<file path="src/rtl/nibble_bus_mem_pkg.sv">
// Shared constants and FSM state type for the nibble bus memory.
// Latency: n/a (declarations only).
// Backpressure: n/a.
package nibble_mem_pkg;

    localparam int ADDR_W    = 6;                 // matches the CPU's 6-bit PC
    localparam int DATA_W    = 4;                 // nibble width
    localparam int FRAME_W   = ADDR_W + DATA_W;   // serial frame: addr then data
    localparam int MEM_DEPTH = 1 << ADDR_W;

    typedef enum logic [1:0] {
        ST_IDLE   = 2'd0,   // serve the CPU bus
        ST_LOAD   = 2'd1,   // shift in a host frame
        ST_COMMIT = 2'd2    // write the assembled frame into the array
    } state_e;

endpackage

</file>
<file path="src/rtl/nibble_bus_mem_if.sv">
// CPU bus plus host programming pins of the nibble memory.
// Latency: n/a (wires only).
// Backpressure: none; the host holds the CPU through cpu_hold while loading.
// master = CPU/host side (drives bus and serial loader), slave = memory side.
interface nibble_bus_mem_if;
    import nibble_mem_pkg::*;

    logic [ADDR_W-1:0] bus_in;     // address, or {2'b00, write data} when bus_wcyc=1
    logic              bus_wcyc;   // CPU write-cycle flag
    logic [DATA_W-1:0] rd_data;    // registered nibble back to the CPU
    logic              prog_en;    // host programming request
    logic              prog_sdi;   // serial frame bit, MSB first
    logic              cpu_hold;   // keeps the CPU in reset while programming
    logic              prog_done;  // one-cycle pulse per committed host word

    modport master (
        output bus_in, bus_wcyc, prog_en, prog_sdi,
        input  rd_data, cpu_hold, prog_done
    );

    modport slave (
        input  bus_in, bus_wcyc, prog_en, prog_sdi,
        output rd_data, cpu_hold, prog_done
    );

endinterface

</file>
<file path="src/rtl/nibble_bus_mem_prog_shifter.sv">
// Serial frame assembler: MSB-first shift register plus bit counter.
// Latency: bit lands in frame one edge after shift_en; frame_full flags the last bit.
// Backpressure: none; clr discards a partial frame.
// Ports: clk, rst_n (sync, active-low), clr, shift_en, sdi -> frame, frame_full.
module nibble_prog_shifter
    import nibble_mem_pkg::*;
(
    input  logic               clk,
    input  logic               rst_n,
    input  logic               clr,
    input  logic               shift_en,
    input  logic               sdi,
    output logic [FRAME_W-1:0] frame,
    output logic               frame_full
);

    localparam int CNT_W = $clog2(FRAME_W + 1);

    logic [CNT_W-1:0]   cnt_q, cnt_d;
    logic [FRAME_W-1:0] sr_q, sr_d;

    // High while the next shift completes the frame; independent of shift_en
    // so the parent FSM can use it without a combinational loop.
    assign frame_full = (cnt_q == CNT_W'(FRAME_W - 1));
    assign frame      = sr_q;

    always_comb begin
        sr_d  = sr_q;
        cnt_d = cnt_q;
        if (clr) begin
            sr_d  = '0;
            cnt_d = '0;
        end else if (shift_en) begin
            sr_d  = {sr_q[FRAME_W-2:0], sdi};
            // Counter restarts once the frame is complete; the data stays
            // in sr_q for the commit cycle.
            cnt_d = frame_full ? '0 : cnt_q + 1'b1;
        end
    end

    always_ff @(posedge clk) begin
        if (!rst_n) begin
            sr_q  <= '0;
            cnt_q <= '0;
        end else begin
            sr_q  <= sr_d;
            cnt_q <= cnt_d;
        end
    end

endmodule

</file>
<file path="src/rtl/nibble_bus_mem.sv">
// 64x4 program/data memory on the nibble CPU's multiplexed bus, with a serial host loader.
// Latency: read data registered, valid the cycle after the address; writes commit at the cycle's edge.
// Backpressure: none on the CPU bus; the host owns the array outside IDLE and holds the CPU meanwhile.
// Ports: clk, rst_n (sync, active-low), bus (nibble_bus_mem_if.slave).
module nibble_bus_mem
    import nibble_mem_pkg::*;
(
    input  logic             clk,
    input  logic             rst_n,
    nibble_bus_mem_if.slave  bus
);

    state_e            state_q, state_d;
    logic [ADDR_W-1:0] addr_q, addr_d;
    logic [DATA_W-1:0] rd_data_q, rd_data_d;
    logic              cpu_hold_q, cpu_hold_d;
    logic              prog_done_q, prog_done_d;
    logic [DATA_W-1:0] mem_q [MEM_DEPTH];
    logic [DATA_W-1:0] mem_d [MEM_DEPTH];

    logic              we;
    logic [ADDR_W-1:0] waddr;
    logic [DATA_W-1:0] wdata;
    logic              shift_en;
    logic              shift_clr;
    logic [FRAME_W-1:0] frame;
    logic              frame_full;

    nibble_prog_shifter u_shifter (
        .clk        (clk),
        .rst_n      (rst_n),
        .clr        (shift_clr),
        .shift_en   (shift_en),
        .sdi        (bus.prog_sdi),
        .frame      (frame),
        .frame_full (frame_full)
    );

    always_comb begin
        state_d   = state_q;
        addr_d    = addr_q;
        rd_data_d = rd_data_q;
        we        = 1'b0;
        waddr     = addr_q;
        wdata     = bus.bus_in[DATA_W-1:0];
        shift_en  = 1'b0;
        shift_clr = 1'b0;

        case (state_q)
            ST_IDLE: begin
                // CPU bus is serviced even on the edge that enters LOAD.
                if (bus.bus_wcyc) begin
                    we = 1'b1;      // store goes to the last latched address
                end else begin
                    addr_d    = bus.bus_in;
                    rd_data_d = mem_q[bus.bus_in];
                end
                if (bus.prog_en) state_d = ST_LOAD;
            end
            ST_LOAD: begin
                if (bus.prog_en) begin
                    shift_en = 1'b1;
                    if (frame_full) state_d = ST_COMMIT;
                end else begin
                    shift_clr = 1'b1;   // drop the partial frame
                    state_d   = ST_IDLE;
                end
            end
            ST_COMMIT: begin
                we      = 1'b1;
                waddr   = frame[FRAME_W-1:DATA_W];
                wdata   = frame[DATA_W-1:0];
                state_d = bus.prog_en ? ST_LOAD : ST_IDLE;
            end
            default: state_d = ST_IDLE;
        endcase

        cpu_hold_d  = (state_d != ST_IDLE);
        prog_done_d = (state_q == ST_COMMIT);

        mem_d = mem_q;
        if (we) mem_d[waddr] = wdata;
    end

    always_ff @(posedge clk) begin
        if (!rst_n) begin
            state_q     <= ST_IDLE;
            addr_q      <= '0;
            rd_data_q   <= '0;
            cpu_hold_q  <= 1'b0;
            prog_done_q <= 1'b0;
            mem_q       <= '{default: '0};
        end else begin
            state_q     <= state_d;
            addr_q      <= addr_d;
            rd_data_q   <= rd_data_d;
            cpu_hold_q  <= cpu_hold_d;
            prog_done_q <= prog_done_d;
            mem_q       <= mem_d;
        end
    end

    assign bus.rd_data   = rd_data_q;
    assign bus.cpu_hold  = cpu_hold_q;
    assign bus.prog_done = prog_done_q;

endmodule

</file>
<file path="src/flat_wrapper.sv">
// flat-port wrapper written by rule: the top's interface ports become plain ports
module nibble_bus_mem_flat import nibble_mem_pkg::*;
  (clk, rst_n, bus_bus_in, bus_bus_wcyc, bus_prog_en, bus_prog_sdi, bus_rd_data, bus_cpu_hold, bus_prog_done);
  nibble_bus_mem_if bus_i ();
  input  logic clk;
  input  logic rst_n;
  input wire logic [$bits(bus_i.bus_in)-1:0] bus_bus_in;
  input wire logic [$bits(bus_i.bus_wcyc)-1:0] bus_bus_wcyc;
  input wire logic [$bits(bus_i.prog_en)-1:0] bus_prog_en;
  input wire logic [$bits(bus_i.prog_sdi)-1:0] bus_prog_sdi;
  output wire logic [$bits(bus_i.rd_data)-1:0] bus_rd_data;
  output wire logic [$bits(bus_i.cpu_hold)-1:0] bus_cpu_hold;
  output wire logic [$bits(bus_i.prog_done)-1:0] bus_prog_done;
  assign bus_i.bus_in = bus_bus_in;
  assign bus_i.bus_wcyc = bus_bus_wcyc;
  assign bus_i.prog_en = bus_prog_en;
  assign bus_i.prog_sdi = bus_prog_sdi;
  assign bus_rd_data = bus_i.rd_data;
  assign bus_cpu_hold = bus_i.cpu_hold;
  assign bus_prog_done = bus_i.prog_done;
  nibble_bus_mem u_core (.clk(clk), .rst_n(rst_n), .bus(bus_i));
endmodule
</file>
<file path="config.mk">
export PLATFORM = sky130hd
export DESIGN_NAME = nibble_bus_mem_flat
export DESIGN_NICKNAME = d
export VERILOG_FILES = /design/src/rtl/nibble_bus_mem_pkg.sv /design/src/rtl/nibble_bus_mem_if.sv /design/src/rtl/nibble_bus_mem_prog_shifter.sv /design/src/rtl/nibble_bus_mem.sv /design/src/flat_wrapper.sv
export SDC_FILE = /design/constraint.sdc
export NUM_CORES = 1
export LEC_CHECK = 0
export ABC_AREA = 0
export ABC_CLOCK_PERIOD_IN_PS = 5700
export BUFFER_PORTS_ARGS = -buffer_cell sky130_fd_sc_hd__buf_2
export CAP_MARGIN = 15
export CORE_AREA = 2 2 153 155
export DETAILED_ROUTE_END_ITERATION = 8
export DIE_AREA = 0 0 155 157
export PLACE_DENSITY = 0.76
export SYNTH_ARGS = -nofsm -noshare
export SYNTH_HDL_FRONTEND = slang
export SYNTH_SLANG_ARGS = --single-unit
</file>
<file path="constraint.sdc">
create_clock -name clk -period 5.7 [get_ports clk]
set_input_delay 0.57 -clock clk [delete_from_list [all_inputs] [get_ports clk]]
set_output_delay 0.57 -clock clk [all_outputs]
set_load 0.005 [all_outputs]
</file>
## Word level (Yosys, flattened, before mapping)

Index checks and enable logic that the tools add are counted.
W data, S select, Z words.

| operators by class | value |
|---|---|
| reductions and logical operators | 5 |
| order comparisons | 3 |
| equality and inequality tests | 3 |
| bitwise logic cells | 4 |
| add/sub/neg operators | 1 |
| multiplexer cells | 20 |

Operators with widths:

| cell | count |
|---|---|
| $bwmux W256 | 1 |
| $bmux W4 S6 | 1 |
| $demux W4 S6 | 1 |
| $mux W4 | 5 |
| $ge A7 B7 Y1 const B | 2 |
| $not A6 Y7 | 2 |
| $lt A7 B1 Y1 const B | 1 |
| $mux W1 | 6 |
| $mux W2 | 3 |
| $mux W6 | 1 |
| $pmux W2 S3 | 1 |
| $add A4 B1 Y4 const B | 1 |
| $eq A4 B4 Y1 const B | 1 |
| $eq A2 B1 Y1 const B | 1 |
| $eq A2 B2 Y1 const B | 1 |
| $logic_not A2 Y1 | 1 |
| $not A1 Y1 | 2 |
| $pmux W1 S2 | 1 |
| $reduce_and A2 Y1 | 1 |
| $reduce_bool A2 Y1 | 1 |
| $reduce_or A2 Y1 | 1 |
| $logic_and A1 B1 Y1 | 1 |

| word-level totals | value |
|---|---|
| input port bits | 11 |
| flip-flop bits (word level) | 284 |

## Longest topological paths before layout

Gate-level depths: netlist of run 1.

| logic depth | value |
|---|---|
| depth after elaboration | 8 |
| mapped depth | 8 |
| gate-level depth less buffers | 5 |

## Hierarchy

A second synthesis of run 1 with hierarchy kept.

| second synthesis, totals | value |
|---|---|
| cells, all modules | 1247 |
| area, all modules | 13335.3 um^2 |

By module, submodules not included:

| module | instances | cells an instance | area each (um^2) |
|---|---|---|---|
| nibble_bus_mem | 1 | 1192 | 12779.8 |
| nibble_prog_shifter | 1 | 55 | 555.5 |

## Least setup slack after synthesis of run 1

No wires, ideal clock.

| path | value |
|---|---|
| path type | input-to-reg |
| start point | in bus_bus_in[0] |
| end point | reg u_core.rd_data_q[0], in the netlist u_core.bus.rd_data[0] |
| library setup time | 122 ps |
| buffers on the path | 2 |
| path slack | 3419 ps |
| arrival | 2158 ps |
| cell stages on the path | 7 |
| cell sequence | clkbuf_1 > buf_2 > mux4_2 > a22o_1 > o21ai_0 > o211a_1 > o31ai_1 |

| between the ends | value |
|---|---|
| word-level cells in the longest chain between the ends | 4 |

RTL lines:

| element | line | text |
|---|---|---|
| start: declaration | flat_wrapper.sv:7 | `input wire logic [$bits(bus_i.bus_in)-1:0] bus_bus_in;` |
| $not A6 Y7 (implied by the code) | nibble_bus_mem.sv:56 | `rd_data_d = mem_q[bus.bus_in];` |
| $bmux W4 S6 | nibble_bus_mem.sv:56 |  |
| $mux W4 (implied by the code) (2 in series) | nibble_bus_mem.sv:56 |  |
| end signal: assignment | nibble_bus_mem.sv:96 | `rd_data_q <= rd_data_d;` |
| end: declaration | nibble_bus_mem.sv:15 | `logic [DATA_W-1:0] rd_data_q, rd_data_d;` |

Every way passes these cells. The select of a mux whose other input is x is not followed.
A chain may end at the register's enable or synchronous reset.

## Final worst setup path of run 1

| path | value |
|---|---|
| start point | reg u_core.state_q[0] |
| end point | reg u_core.mem_q[187] (netlist bit) |

| between the ends | value |
|---|---|
| word-level cells in the longest chain between the ends | 8 |
| elaborated cells between the ends (all ways) | 12 |
| those cells by class | order compare (2); eq/ne (1); mux (6); bitwise (1); reduce/logical (2) |

RTL lines:

| element | line | text |
|---|---|---|
| start: declaration | nibble_bus_mem.sv:13 | `state_e state_q, state_d;` |
| start signal: assignment | nibble_bus_mem.sv:94 | `state_q <= state_d;` |
| $eq A2 B2 Y1 | nibble_bus_mem.sv:49 | `case (state_q)` |
| $mux W6 | nibble_bus_mem.sv:49 |  |
| $not A6 Y7 (implied by the code) | nibble_bus_mem.sv:82 | `if (we) mem_d[waddr] = wdata;` |
| $ge A7 B7 Y1 (implied by the code) or $lt A7 B1 Y1 (tied branches) | nibble_bus_mem.sv:82 |  |
| $logic_and A1 B1 Y1 (implied by the code) | nibble_bus_mem.sv:82 |  |
| $mux W4 (implied by the code) | nibble_bus_mem.sv:82 |  |
| $demux W4 S6 | nibble_bus_mem.sv:82 |  |
| $bwmux W256 | nibble_bus_mem.sv:82 |  |
| end signal: assignment | nibble_bus_mem.sv:99 | `mem_q <= mem_d;` |
| end: declaration | nibble_bus_mem.sv:18 | `logic [DATA_W-1:0] mem_q [MEM_DEPTH];` |

Parallel ways exist; a longest one is shown, timed or not.

==> out/qor.yml, run 1 <==
yosys:
  synth_commonest_cells: "mux2i_1 (288), dfxtp_1 (284), nor2_1 (271)"
  synth_top_area_frac: 0.425
  synth_compound_area_frac: 0.0517
  synth-async-reset-ratio: 0
  yosysWarnings: 0
  ys_seq_area_frac: 0.425
  yosys.area_share.simple: 0.173
  synth_top_family_by_area: "multiplexers"
  yosys-mux-area-fraction: 0.310
  avgSynthCellArea_um2: 10.5
  synth.distinct_cells: 48
  synthCells: 1275
  synth_ff_type: "dfxtp_1"
  ys_top_cells_by_area: "dfxtp_1 (43%), mux2i_1 (22%), mux4_2 (8.1%), nor2_1 (7.6%), nor4_4 (3.2%)"
  synth-xor-area-share: 0
  synthAdderAreaFrac: 0
  synth_edf_count: 0
  ys_ff_latch: 284
  syn-cell-area_mm2: 0.0134
  yosysMostFrequentCell: "mux2i_1"
  synth_fp_nets: 1286
  synth_top_area_cell: "dfxtp_1"
finish:
  layout.nets: 1234
  regArea_mm2: 0.00569
  flow.area_growth_from_synthesis_pct: 7.38
  nFillCells: 1743
  design_area_mm2: 0.0144
  finalNonFillerCells: 1529
  drive_gt1_frac: 0.149
  antenna_cells: 0
  multiInputGateArea_mm2: 0.00716
critical_path:
  endpoint_kind: "register"
  cp_max_fo: 22
  critPathLaunch: "u_core.state_q[0]$_SDFF_PN0_"
  worst_r2r_path_depth: 6
  cp-endpoint: "u_core.mem_q[187]$_SDFFE_PN0P_"
  arrival_ns: 3.58
  reg2reg_to: "u_core.mem_q[187]$_SDFFE_PN0P_"
  crit_path_start_kind: "register"
  reg2reg_setup_slack_ns: 2.53
  critPathKind: "register to register"
  r2r-start: "u_core.state_q[0]$_SDFF_PN0_"
  cp_data_required_time_ns: 6.10
grt:
  antenna_found_initial: 0
  grt_pass1_wl_mm: 50.0
  grt_start_max_net_pins: 106
  grtUsageTotal: 0.257
  first_global_vias: 9023
  overflow: 0
clocking:
  cts_setup_buffers: 0
  cts_buffers: 28
  cts.sinks: 284
  clk_latency_ns: 0.55
  cts_root_buf: "clkbuf_16"
  cts_buffer_depth: 3
  tritoncts: "built"
  ctsHoldBuffers: 0
  cts_resized: 0
  h-tree-depth: 1
  path_clk_slew_ns: 0.06
timing:
  tns_ns: 0
  min_period_over_period: 0.557
  max-slew-margin-rel: 0.234
  max_freq_mhz: 315
  final_max_slew_viol_count: 0
  clock-skew-final_ns: 0.0161
  finalSetupViolations: 0
  finalHoldViolations: 0
  fin_crit_ns: 3.17
  worst_pin_slew_ns: 1.13
  rsz0062_at_grt: "false"
pwr:
  powerDensity_mw_per_mm2: 287
  peakVddDrop_mv: 0.179
  total_leakage_power_nw: 6.37
routing:
  wl_per_cell_um: 20.3
  wirelength_mm: 31.0
  ant_nets: 0
  vias: 9362
  viasPerCell: 6.12
  drt_iter0_drc: 794
  drt_pre_antenna_iters: 7
  drt_drc_violations_left: 0
worst_hold_path:
  hold_class: "input port to register"
place:
  place_area_mm2: 0.0134
  placed_cells: 1477
  port_buffers: 16
  dp_hpwl_mm: 19.6
  gp_congestion: 0.867
floorplan:
  initial_core_util: 0.594
  io_pins: 17
  die_area_mm2: 0.0243
  core_area_mm2: 0.0225
  die_h_um: 157
  row_count: 55
  die_x_um: 155
status:
  status: "completed"
job:
  maxCapViolations: 0
[sequential cells by signal, summed over array words and instances, names as in the netlist]
name,flops
u_core.bus.prog_done,1
u_core.addr_q,6
u_core.mem_q,256
u_core.u_shifter.cnt_q,4
u_core.u_shifter.frame,10
u_core.state_q,2
u_core.bus.cpu_hold,1
u_core.bus.rd_data,4
[cell families (layout without fill, tap and decap cells)]
family,count (synthesis),after routing
compound gates,96,96
buf+inv,119,88
flops,284,284
mux,348,348
simple gates,428,428
[how the worst min path moves through the flow]
stage	start	to	slack, ns	depth (start not counted)
floorplan	u_core.u_shifter.frame[0]$_SDFFE_PP0P_	u_core.u_shifter.frame[0]$_SDFFE_PP0P_	0.44	2
global placement	u_core.addr_q[0]$_SDFFE_PN0P_	u_core.addr_q[0]$_SDFFE_PN0P_	0.46	2
detailed placement	u_core.u_shifter.frame[1]$_SDFFE_PP0P_	u_core.u_shifter.frame[1]$_SDFFE_PP0P_	0.47	2
CTS	bus_prog_sdi	u_core.u_shifter.frame[0]$_SDFFE_PP0P_	0.29	3
global route	bus_prog_sdi	u_core.u_shifter.frame[0]$_SDFFE_PP0P_	0.32	3
finish	bus_prog_sdi	u_core.u_shifter.frame[0]$_SDFFE_PP0P_	0.29	3
[per-stage QoR]
stage | total power [W] | setup WS, ns | util | hold slack (ns)
2_1_floorplan | 0.00226 | 3.42 | - | 0.443
3_3_place_gp | 0.00232 | 2.51 | 0.597 | 0.458
3_5_place_dp | 0.00232 | 2.52 | 0.597 | 0.474
4_1_cts | 0.00414 | 2.51 | 0.638 | 0.286
5_1_grt | 0.00424 | 2.29 | 0.638 | 0.320
6_report | 0.00412 | 2.53 | 0.638 | 0.289
[where the power goes]
part | switching, W | leakage (nW) | total [W] | internal (W)
Combinational | 0.000204 | 3.62 | 0.000276 | 0.0000712
Sequential | 0.0000105 | 2.29 | 0.00201 | 0.00200
Clock | 0.000761 | 0.459 | 0.00184 | 0.00108
Total | 0.000976 | 6.37 | 0.00412 | 0.00315
[worst max-delay path, stage by stage (launching register included)]
cell and delay, ns:
dfxtp_1 0.57, nand2b_1 0.25, mux2i_4 0.91, buf_4 0.56
nand4_1 0.41, mux2i_1 0.26, nor2_1 0.06
[cell usage in the layout (no fill, tap or decap), drive strengths merged, types with 2 or more instances in the layout]
cell type / Yosys / layout
mux2i: 293 / 293
dfxtp: 284 / 284
nor2: 271 / 271
mux4: 48 / 48
clkbuf: 57 / 46
nand4: 42 / 42
nand2: 37 / 37
buf: 56 / 31
a21oi: 24 / 24
nor4: 20 / 20
nand3: 19 / 19
nor2b: 16 / 16
a22oi: 12 / 12
a211oi: 12 / 12
a22o: 12 / 12
o21ai: 8 / 8
a31oi: 8 / 8
mux2: 7 / 7
inv: 6 / 6
nand2b: 4 / 4
nor4bb: 4 / 4
a31o: 4 / 4
o41ai: 4 / 4
o211a: 4 / 4
o31ai: 4 / 4
clkinv: 0 / 4
nor3b: 3 / 3
nor3: 3 / 3
and4: 2 / 2
or2: 2 / 2
[routing by layer]
metal	wire (um)	share of wire	GRT usage	up-vias
met5	0	0	0	-
met3	1540	0.050	0.0347	64
met2	14300	0.46	0.412	248
li1	-	-	-	4433
met1	14300	0.46	0.362	4617
met4	847	0.027	0.0802	0
[layout make-up]
class | count | share of cell area
Clock inverter | 5 | 0.00427
Sequential cell | 284 | 0.396
Clock buffer | 46 | 0.0605
Multi-Input combinational cell | 872 | 0.499
Inverter | 6 | 0.00209
Timing Repair Buffer | 31 | 0.0136
Tap cell | 285 | 0.0248
Note: power is estimated with default switching activity, not from simulation.
==> run 2: changes to the inputs <==
- ABC_CLOCK_PERIOD_IN_PS: 5700 -> 3000
- clock period: 5.7 -> 3 ns (I/O delays scaled with it)
==> out/qor.yml, run 2 (same netlist as run 1, synthesis figures left out) <==
routing:
  drt_drc_violations_left: 0
  vias: 9424
  ant_nets: 0
  wirelength_mm: 31.2
  viasPerCell: 6.10
  drt_pre_antenna_iters: 5
  wl_per_cell_um: 20.2
  drt_iter0_drc: 690
critical_path:
  cp_data_required_time_ns: 3.41
  r2r-start: "u_core.state_q[1]$_SDFF_PN0_"
  worst_r2r_path_depth: 6
  crit_path_start_kind: "register"
  reg2reg_setup_slack_ns: 0.49
  cp_max_fo: 14
  reg2reg_to: "u_core.mem_q[218]$_SDFFE_PN0P_"
  arrival_ns: 2.92
  critPathKind: "register to register"
  endpoint_kind: "register"
timing:
  min_period_over_period: 0.836
  max-slew-margin-rel: 0.385
  clock-skew-final_ns: 0.0172
  finalSetupViolations: 0
  worst_pin_slew_ns: 0.920
  fin_crit_ns: 2.51
  finalHoldViolations: 0
  holdWs_ns: 0.0167
  final_max_slew_viol_count: 0
  final.setup.worst_slack_ns: 0.491
  tns_ns: 0
  rsz0062_at_grt: "false"
  max_freq_mhz: 399
clocking:
  cts_setup_buffers: 0
  ctsHoldBuffers: 0
  path_clk_slew_ns: 0.06
  cts_buffers: 30
  cts_resized: 0
  h-tree-depth: 1
  cts_buffer_depth: 3
  clk_latency_ns: 0.56
  tritoncts: "built"
  cts.sinks: 284
  cts_root_buf: "clkbuf_16"
finish:
  drive_gt1_frac: 0.163
  final_cell_mix: "mux2i_1 (288), dfxtp_1 (284), nor2_1 (271), mux4_2 (48), nand2_1 (37)"
  design_area_mm2: 0.0147
  antenna_cells: 0
  largest_reg_flops: 256
  flow.area_growth_from_synthesis_pct: 10.1
  layout_commonest_cell: "mux2i_1"
  layout.nets: 1249
  regMostFlops: "u_core.mem_q"
grt:
  antenna_found_initial: 0
  grt_start_max_net_pins: 102
  overflow: 0
  first_global_vias: 9162
  grt_pass1_wl_mm: 50.6
  grtUsageTotal: 0.259
worst_hold_path:
  hold_depth: 3
  hold_path_end: "u_core.u_shifter.frame[0]$_SDFFE_PP0P_"
  min_from: "bus_prog_sdi"
  hold_class: "input port to register"
pwr:
  powerDensity_mw_per_mm2: 572
  peakVddDrop_mv: 0.503
  total_leakage_power_nw: 6.56
place:
  gp_congestion: 0.828
  pre_cts_ws_ns: 0.466
  port_buffers: 16
  dp_hpwl_mm: 20.1
  place_area_mm2: 0.0136
floorplan:
  die_x_um: 155
  initial_core_util: 0.594
  die_h_um: 157
  core_area_mm2: 0.0225
  row_count: 55
  io_pins: 17
  die_area_mm2: 0.0243
job:
  maxCapViolations: 0
status:
  status: "completed"
[run 2: cell count changes in the layout (fill, tap and decap cells not counted), sizes merged]
cell    change
clkinv      +2
inv         +1
buf        +13
clkbuf      -6
bufinv      +6
[run 2: how the worst max path moves through the flow]
stage | startpoint | endpoint | slack [ns] | cells after the start
floorplan | u_core.state_q[0]$_SDFF_PN0_ | u_core.mem_q[39]$_SDFFE_PN0P_ | 0.94 | 8
global placement | bus_bus_in[2] | u_core.bus.rd_data[1]$_SDFFE_PN0P_ | 0.46 | 7
detailed placement | bus_bus_in[0] | u_core.bus.rd_data[3]$_SDFFE_PN0P_ | 0.47 | 6
CTS | u_core.state_q[1]$_SDFF_PN0_ | u_core.mem_q[218]$_SDFFE_PN0P_ | 0.47 | 6
global route | u_core.state_q[1]$_SDFF_PN0_ | u_core.mem_q[218]$_SDFFE_PN0P_ | 0.30 | 6
finish | u_core.state_q[1]$_SDFF_PN0_ | u_core.mem_q[218]$_SDFFE_PN0P_ | 0.49 | 6
[run 2: layout make-up]
cell class	instances	area, um^2
fill	1733	7780
sequential	284	5690
clock buffer	40	848
timing repair buffer	44	380
multi-input combinational	872	7160
inverter	6	30.0
clock inverter	14	260
tap	285	357
[run 2: metrics by stage]
| stage | utilization | instances | total power (W) |
|---|---|---|---|
| after floorplan | - | 1275 | 0.00429 |
| after global placement | 0.605 | 1491 | 0.00443 |
| after detailed placement | 0.605 | 1491 | 0.00443 |
| after CTS | 0.654 | 1545 | 0.00847 |
| after global routing | 0.654 | 1545 | 0.00867 |
| final | 0.654 | 1545 | 0.00843 |
[run 2: critical path, stage by stage, from the launching register on]
cell      delay [ns]
dfxtp_1         0.54
nand2b_1        0.34
buf_4           0.32
mux2i_4         0.34
nor4_4          0.48
mux2i_1         0.28
nor2_1          0.07
[run 2: metal layers]
metal,GRT usage,up-vias,wire length (um)
li1,-,4478,-
met5,0,-,0
met1,0.349,4642,13900
met3,0.0372,44,1770
met4,0.0741,0,628
met2,0.436,260,14900
[run 2: power breakdown]
part | internal (W) | total (W) | switching [W] | leakage [nW]
registers | 0.00379 | 0.00381 | 0.0000172 | 2.29
logic | 0.000157 | 0.000546 | 0.000389 | 3.72
clock network | 0.00258 | 0.00407 | 0.00149 | 0.547
total | 0.00653 | 0.00843 | 0.00190 | 6.56
